[src/rtl/updown_sweep_pkg.sv]
// Shared types and defaults for the up/down counter sweep sequencer.
// Optional pause support is selected with the SWEEP_PAUSE_EN macro.
package updown_sweep_pkg;

    localparam int DEF_WIDTH      = 4;
    localparam int DEF_PRESCALE_W = 8;
    localparam int DEF_SWEEPS_W   = 8;

    localparam logic DIR_UP   = 1'b1;
    localparam logic DIR_DOWN = 1'b0;

    typedef enum logic [1:0] {
        IDLE,
        LOAD,
        RUN,
        DONE
    } state_t;

endpackage

[src/rtl/updown_sweep_ctrl_if.sv]
// Host-, config- and counter-side signals of the sweep sequencer, bundled.
// Port "pause" exists only when SWEEP_PAUSE_EN is defined.
interface updown_sweep_ctrl_if
    import updown_sweep_pkg::*;
#(
    parameter int WIDTH      = DEF_WIDTH,
    parameter int PRESCALE_W = DEF_PRESCALE_W,
    parameter int SWEEPS_W   = DEF_SWEEPS_W
);
    logic                  start;
    logic                  stop;
`ifdef SWEEP_PAUSE_EN
    logic                  pause;
`endif
    logic [WIDTH-1:0]      lo_bound;
    logic [WIDTH-1:0]      hi_bound;
    logic [PRESCALE_W-1:0] prescale;
    logic [SWEEPS_W-1:0]   num_sweeps;
    logic [WIDTH-1:0]      cnt_in;
    logic                  cnt_load;
    logic [WIDTH-1:0]      cnt_load_val;
    logic                  cnt_enable;
    logic                  cnt_up_down;
    logic                  busy;
    logic                  done;
    logic                  err;
    logic [SWEEPS_W-1:0]   sweep_cnt;

    // master = host + counter side, slave = the sequencer
    modport master (
`ifdef SWEEP_PAUSE_EN
        output pause,
`endif
        output start, stop, lo_bound, hi_bound, prescale, num_sweeps, cnt_in,
        input  cnt_load, cnt_load_val, cnt_enable, cnt_up_down,
        input  busy, done, err, sweep_cnt
    );

    modport slave (
`ifdef SWEEP_PAUSE_EN
        input  pause,
`endif
        input  start, stop, lo_bound, hi_bound, prescale, num_sweeps, cnt_in,
        output cnt_load, cnt_load_val, cnt_enable, cnt_up_down,
        output busy, done, err, sweep_cnt
    );

endinterface

[src/rtl/updown_sweep_ctrl_prescaler.sv]
// Modulo counter 0..i_limit with clear and hold; o_tick marks the terminal value.
// Hold freezes the count so a paused sweep resumes at the same phase.
module sweep_prescaler #(
    parameter int W = 8
) (
    input  logic         clk,
    input  logic         reset,
    input  logic         i_clear,
    input  logic         i_hold,
    input  logic [W-1:0] i_limit,
    output logic         o_tick
);
    logic [W-1:0] r_cnt;

    assign o_tick = (r_cnt == i_limit);

    // NOTE: sequential state uses non-blocking assignments only.
    always_ff @(posedge clk) begin
        if (reset || i_clear) begin
            r_cnt <= '0;
        end else if (!i_hold) begin
            r_cnt <= o_tick ? '0 : r_cnt + 1'b1;
        end
    end

endmodule

[src/rtl/updown_sweep_ctrl.sv]
// Drives a 4-bit up/down counter through ping-pong sweeps between lo and hi.
// Define SWEEP_PAUSE_EN to add the pause input that stalls RUN.
module updown_sweep_ctrl
    import updown_sweep_pkg::*;
#(
    parameter int WIDTH      = DEF_WIDTH,
    parameter int PRESCALE_W = DEF_PRESCALE_W,
    parameter int SWEEPS_W   = DEF_SWEEPS_W
) (
    input logic                clk,
    input logic                reset,
    updown_sweep_ctrl_if.slave bus
);
    state_t                r_state;
    state_t                w_next_state;
    logic                  r_dir;
    logic                  w_next_dir;
    logic [WIDTH-1:0]      r_lo;
    logic [WIDTH-1:0]      r_hi;
    logic [PRESCALE_W-1:0] r_prescale;
    logic [SWEEPS_W-1:0]   r_num;
    logic [SWEEPS_W-1:0]   r_sweep_cnt;
    logic                  r_err;

    logic                  w_pause;
    logic                  w_tick;
    logic                  w_accept;
    logic                  w_reject;
    logic                  w_sweep_end;
    logic                  w_load;
    logic                  w_step;
    logic                  w_step_dir;
    logic [SWEEPS_W-1:0]   w_sweep_next;

`ifdef SWEEP_PAUSE_EN
    assign w_pause = bus.pause;
`else
    assign w_pause = 1'b0;
`endif

    assign w_sweep_next = r_sweep_cnt + 1'b1;

    sweep_prescaler #(.W(PRESCALE_W)) u_prescaler (
        .clk     (clk),
        .reset   (reset),
        .i_clear (r_state != RUN),
        .i_hold  (w_pause),
        .i_limit (r_prescale),
        .o_tick  (w_tick)
    );

    // NOTE: every output of this block gets a default first, so no latches.
    always_comb begin
        w_next_state = r_state;
        w_next_dir   = r_dir;
        w_accept     = 1'b0;
        w_reject     = 1'b0;
        w_sweep_end  = 1'b0;
        w_load       = 1'b0;
        w_step       = 1'b0;
        w_step_dir   = r_dir;
        case (r_state)
            IDLE: begin
                if (bus.start) begin
                    if ((bus.lo_bound < bus.hi_bound) && (bus.num_sweeps != '0)) begin
                        w_accept     = 1'b1;
                        w_next_state = LOAD;
                    end else begin
                        w_reject = 1'b1;
                    end
                end
            end
            LOAD: begin
                if (bus.stop) begin
                    w_next_state = IDLE;
                end else begin
                    w_load       = 1'b1;
                    w_next_dir   = DIR_UP;
                    w_next_state = RUN;
                end
            end
            RUN: begin
                // stop beats a coincident tick; pause only freezes the tick
                if (bus.stop) begin
                    w_next_state = IDLE;
                end else if (w_tick && !w_pause) begin
                    if (r_dir == DIR_UP) begin
                        w_step = 1'b1;
                        if (bus.cnt_in >= r_hi) begin
                            w_next_dir = DIR_DOWN;
                            w_step_dir = DIR_DOWN;
                        end
                    end else if (bus.cnt_in > r_lo) begin
                        w_step = 1'b1;
                    end else begin
                        w_sweep_end = 1'b1;
                        if (w_sweep_next == r_num) begin
                            w_next_state = DONE;
                        end else begin
                            w_step     = 1'b1;
                            w_step_dir = DIR_UP;
                            w_next_dir = DIR_UP;
                        end
                    end
                end
            end
            DONE:    w_next_state = IDLE;
            default: w_next_state = IDLE;
        endcase
    end

    always_ff @(posedge clk) begin
        if (reset) begin
            r_state     <= IDLE;
            r_dir       <= DIR_UP;
            r_lo        <= '0;
            r_hi        <= '0;
            r_prescale  <= '0;
            r_num       <= '0;
            r_sweep_cnt <= '0;
            r_err       <= 1'b0;
        end else begin
            r_state <= w_next_state;
            r_dir   <= w_next_dir;
            r_err   <= w_reject;
            if (w_accept) begin
                r_lo        <= bus.lo_bound;
                r_hi        <= bus.hi_bound;
                r_prescale  <= bus.prescale;
                r_num       <= bus.num_sweeps;
                r_sweep_cnt <= '0;
            end else if (w_sweep_end) begin
                r_sweep_cnt <= w_sweep_next;
            end
        end
    end

    // err is registered: it pulses the cycle after the rejected start
    assign bus.busy         = (r_state == LOAD) || (r_state == RUN);
    assign bus.done         = (r_state == DONE);
    assign bus.err          = r_err;
    assign bus.cnt_load     = w_load;
    assign bus.cnt_load_val = w_load ? r_lo : '0;
    assign bus.cnt_enable   = w_step;
    assign bus.cnt_up_down  = w_step & w_step_dir;
    assign bus.sweep_cnt    = r_sweep_cnt;

endmodule

[src/flat_wrapper.sv]
// flat-port wrapper written by rule: the top's interface ports become plain ports
module updown_sweep_ctrl_flat import updown_sweep_pkg::*;
#(
    parameter int WIDTH      = DEF_WIDTH,
    parameter int PRESCALE_W = DEF_PRESCALE_W,
    parameter int SWEEPS_W   = DEF_SWEEPS_W
)
  (clk, reset, bus_start, bus_stop, bus_lo_bound, bus_hi_bound, bus_prescale, bus_num_sweeps, bus_cnt_in, bus_cnt_load, bus_cnt_load_val, bus_cnt_enable, bus_cnt_up_down, bus_busy, bus_done, bus_err, bus_sweep_cnt);
  updown_sweep_ctrl_if #(.WIDTH(WIDTH), .PRESCALE_W(PRESCALE_W), .SWEEPS_W(SWEEPS_W)) bus_i ();
  input logic clk;
  input logic reset;
  input wire logic [$bits(bus_i.start)-1:0] bus_start;
  input wire logic [$bits(bus_i.stop)-1:0] bus_stop;
  input wire logic [$bits(bus_i.lo_bound)-1:0] bus_lo_bound;
  input wire logic [$bits(bus_i.hi_bound)-1:0] bus_hi_bound;
  input wire logic [$bits(bus_i.prescale)-1:0] bus_prescale;
  input wire logic [$bits(bus_i.num_sweeps)-1:0] bus_num_sweeps;
  input wire logic [$bits(bus_i.cnt_in)-1:0] bus_cnt_in;
  output wire logic [$bits(bus_i.cnt_load)-1:0] bus_cnt_load;
  output wire logic [$bits(bus_i.cnt_load_val)-1:0] bus_cnt_load_val;
  output wire logic [$bits(bus_i.cnt_enable)-1:0] bus_cnt_enable;
  output wire logic [$bits(bus_i.cnt_up_down)-1:0] bus_cnt_up_down;
  output wire logic [$bits(bus_i.busy)-1:0] bus_busy;
  output wire logic [$bits(bus_i.done)-1:0] bus_done;
  output wire logic [$bits(bus_i.err)-1:0] bus_err;
  output wire logic [$bits(bus_i.sweep_cnt)-1:0] bus_sweep_cnt;
  assign bus_i.start = bus_start;
  assign bus_i.stop = bus_stop;
  assign bus_i.lo_bound = bus_lo_bound;
  assign bus_i.hi_bound = bus_hi_bound;
  assign bus_i.prescale = bus_prescale;
  assign bus_i.num_sweeps = bus_num_sweeps;
  assign bus_i.cnt_in = bus_cnt_in;
  assign bus_cnt_load = bus_i.cnt_load;
  assign bus_cnt_load_val = bus_i.cnt_load_val;
  assign bus_cnt_enable = bus_i.cnt_enable;
  assign bus_cnt_up_down = bus_i.cnt_up_down;
  assign bus_busy = bus_i.busy;
  assign bus_done = bus_i.done;
  assign bus_err = bus_i.err;
  assign bus_sweep_cnt = bus_i.sweep_cnt;
  updown_sweep_ctrl #(.WIDTH(WIDTH), .PRESCALE_W(PRESCALE_W), .SWEEPS_W(SWEEPS_W)) u_core (.clk(clk), .reset(reset), .bus(bus_i));
endmodule
[config.mk]
export PLATFORM = sky130hd
export DESIGN_NAME = updown_sweep_ctrl_flat
export DESIGN_NICKNAME = d
export VERILOG_FILES = /design/src/rtl/updown_sweep_pkg.sv /design/src/rtl/updown_sweep_ctrl_if.sv /design/src/rtl/updown_sweep_ctrl_prescaler.sv /design/src/rtl/updown_sweep_ctrl.sv /design/src/flat_wrapper.sv
export SDC_FILE = /design/constraint.sdc
export NUM_CORES = 1
export LEC_CHECK = 0
export CORE_MARGIN = 8
export CORE_UTILIZATION = 52
export DETAILED_ROUTE_END_ITERATION = 8
export GPL_TIMING_DRIVEN = 1
export PLACE_DENSITY = 0.84
export SYNTH_ARGS = -nofsm -noshare
export SYNTH_HDL_FRONTEND = slang
export SYNTH_SLANG_ARGS = --single-unit
[constraint.sdc]
create_clock -name clk -period 3 [get_ports clk]
set_clock_uncertainty 0.2 [all_clocks]
set_input_delay 0.6 -clock clk [delete_from_list [all_inputs] [get_ports clk]]
set_output_delay 0.6 -clock clk [all_outputs]
set_load 0.01 [all_outputs]
==> results.py <==
metrics = {
    "sta": {
        "hold_viol_final": 0,
        "setup_violations": 0,
        "max_freq_ghz": 0.3383,
        "slew_viol_final": 0,
        "grt_setup_unrepaired": "true",
        "maxSlewHeadroom": 0.6825,
        "period_needed_ps": 2956,
        "fin_hold_ws_ps": 295.6,
        "fin_crit_sh": 0.9853,
        "worstMarginPinSlew_ps": 471.8,
    },
    "synthesis": {
        "synth_common_cells": "nor2_1 (45), dfxtp_1 (44), mux2i_1 (21), ha_1 (18)",
        "yosysMostFrequentCell": "nor2_1",
        "async_reset_ff_frac": 0,
        "ys_types": 45,
        "synth_top_area_cell": "dfxtp_1",
        "synth_area_leaders": "dfxtp_1 (35%), ha_1 (8.9%), mux2i_1 (8.3%)",
        "ys_ff_latch": 44,
        "syn_area_per_cell_sq_um": 8.936,
        "yosysWarnings": 0,
        "syn-num-nets": 332,
        "synth_edf_count": 0,
        "syn-instance-count": 282,
        "synthDominantCellAreaShare": 0.3496,
        "synth_ff_type": "dfxtp_1",
        "syn_area_sq_um": 2520,
        "seq_area_frac_synth": 0.3496,
    },
    "place": {
        "portBuffers": 49,
        "hpwl_mm": 4.945,
        "gp_congestion": 0.7965,
        "postPlaceCellArea_sq_um": 3261,
    },
    "global_routing": {
        "antenna_found_initial": 0,
        "grt_max_degree": 15,
        "grt_overflow_total": 0,
        "grt_pass1_vias": 2445,
        "grt_pass1_wl_mm": 10.52,
        "grt_use_total": 0.1742,
    },
    "clock_tree": {
        "hold_buffers": 0,
        "cts_tree": "yes",
        "h-tree-depth": 2,
        "clock_path_buffers": 2,
        "clock_latency_ps": 300,
        "path_clk_slew_ps": 80,
        "clockRootBuffer": "clkbuf_8",
        "cts_buffers": 5,
        "numClockSinks": 44,
    },
    "floorplan": {
        "dieArea_sq_um": 7330,
        "start_util": 0.5371,
        "rows": 25,
        "die_w_microns": 85.62,
        "fp.dieH_microns": 85.62,
        "pin_count": 50,
        "coreArea_sq_um": 4692,
    },
    "detailed_routing": {
        "ant_nets": 0,
        "drt_first_iter_violations": 67,
        "first_pass_iters": 4,
        "routedWlPerCell_microns": 14.95,
        "drc": 0,
        "wl_mm": 6.234,
        "vias": 2287,
        "vias_per_cell": 5.484,
    },
    "critical_path": {
        "start_kind": "primary input",
        "max_stage_delay_ps": 270,
        "slowest_stage": "ha_1",
        "path_buf_inv": 3,
        "crit_chain": "dlygate4sd2_1, inv_2, ha_1, nand2b_4, a21o_1, a21o_1, a21oi_2, nand2_1, a21boi_2, buf_2",
        "cp_common_cell": "a21o_1",
        "crit_arrival_ps": 2160,
        "cp.required_ps": 2200,
        "end_kind": "output pin",
        "path_class": "primary input to output pin",
        "cp_max_fo": 2,
        "crit_family": "compound AO/OA/AOI/OAI gates",
    },
    "layout": {
        "num_antenna_cells": 0,
        "area_growth_pct": 39.42,
        "multi_input_area_sq_um": 1632,
        "num-fill-cells": 331,
        "final_layout_size_suffix_gt1_frac": 0.2094,
        "nets": 412,
        "seqCellArea_sq_um": 887.1,
        "stdcell_area_sq_um": 3513,
    },
    "run_status": {
        "status": "complete, no violations",
    },
    "run": {
        "drv_cap": 0,
    },
    "power_and_ir_drop": {
        "p_leak_nw": 1.492,
        "ir_worst_vdd_mv": 0.3897,
        "power.density_nw_per_um2": 400.6,
    },
    "hold_path": {
        "hold_class": "register to register",
    },
}
final cells by class:
cell class | instances | share of cell area
clock buffers | 6 | 0.02066
clock inverters | 2 | 0.009972
inverters | 15 | 0.01603
multi-input cells | 210 | 0.4644
flip-flops and latches | 44 | 0.2525
well taps | 54 | 0.01923
repair buffers | 86 | 0.2172
layout by cell type, fill, tap and decap left out, types with 8 or more instances in the layout:
cell type	synthesis	final
a21oi_1	9	8
buf_4	1	36
clkdlybuf4s50_1	0	43
dfxtp_1	44	39
ha_1	18	14
inv_1	15	14
mux2i_1	21	21
nand3_1	11	11
nor2_1	45	45
xnor2_1	15	15
xor2_1	13	12
metal layers:
metal / track usage / routed length, microns / vias to the layer above
met3: 0.05540 / 326 / 15
met5: 0 / 0 / -
met2: 0.3216 / 3275 / 56
met4: 0.05892 / 120 / 0
li1: - / - / 1132
met1: 0.1803 / 2511 / 1084
cell families after synthesis:
| logic type | after synthesis | share of synthesized area |
|---|---|---|
| buf+inv | 28 | 0.04916 |
| xor+xnor | 29 | 0.1038 |
| fa+ha+maj | 18 | 0.08938 |
| mux | 22 | 0.08788 |
| compound gates | 36 | 0.1038 |
| flops | 44 | 0.3496 |
| simple gates | 105 | 0.2165 |
power by group:
part	total, mW	leakage, nW	internal (mW)	switching (mW)
clock network	0.444	0.0552	0.247	0.197
registers	0.640	0.360	0.614	0.0264
logic	0.323	1.08	0.174	0.149
worst register-to-register path: cells and delay by family, from the launching register on:
family,cells,cell delay [ps]
XOR/XNOR,1,170
AND/OR/NAND/NOR,2,360
buffers and inverters,2,320
AO/OA/AOI/OAI,2,500
multiplexers,1,320
flip-flops,1,360
timing repair:
item | 4_1_cts | 5_1_grt
gates resized for setup | 31 | 8
buffers inserted | 4 | 2
pin swaps | 13 | 11
setup endpoints to repair | 2 | 2
metrics by stage:
stage	std cells	utilization	setup slack, ps	power, mW	setup TNS (ps)
final	417	0.7488	44.10	1.408	0
after global routing	417	0.7488	-14.37	1.470	-14.37
after CTS	415	0.7373	4.638	1.413	0
after detailed placement	403	0.6949	-782.5	0.9549	-1421
after global placement	403	0.6949	-713.9	0.9429	-1233
after floorplan	282	-	276.4	0.8222	0
state kept, by name, indices dropped and copies added (netlist names):
register                  count
u_core.r_state                2
u_core.r_dir                  1
u_core.r_lo                   4
u_core.r_prescale             8
u_core.r_num                  8
u_core.u_prescaler.r_cnt      8
u_core.bus.sweep_cnt          8
u_core.r_hi                   4
u_core.bus.err                1
path summary, 6_finish.rpt:
kind | start | cells after the start | slack (ps) | end
max | bus_cnt_in[0] | 10 | 40 | bus_cnt_up_down
min reg2reg | u_core.r_hi[3]$_SDFFE_PP0P_ | 2 | 300 | u_core.r_hi[3]$_SDFFE_PP0P_
max reg2reg | u_core.bus.sweep_cnt[1]$_SDFFE_PP0P_ | 8 | 660 | u_core.r_state[1]$_SDFFE_PP0P_
min | u_core.r_hi[3]$_SDFFE_PP0P_ | 2 | 300 | u_core.r_hi[3]$_SDFFE_PP0P_
Power figures use the tool's default switching activity.
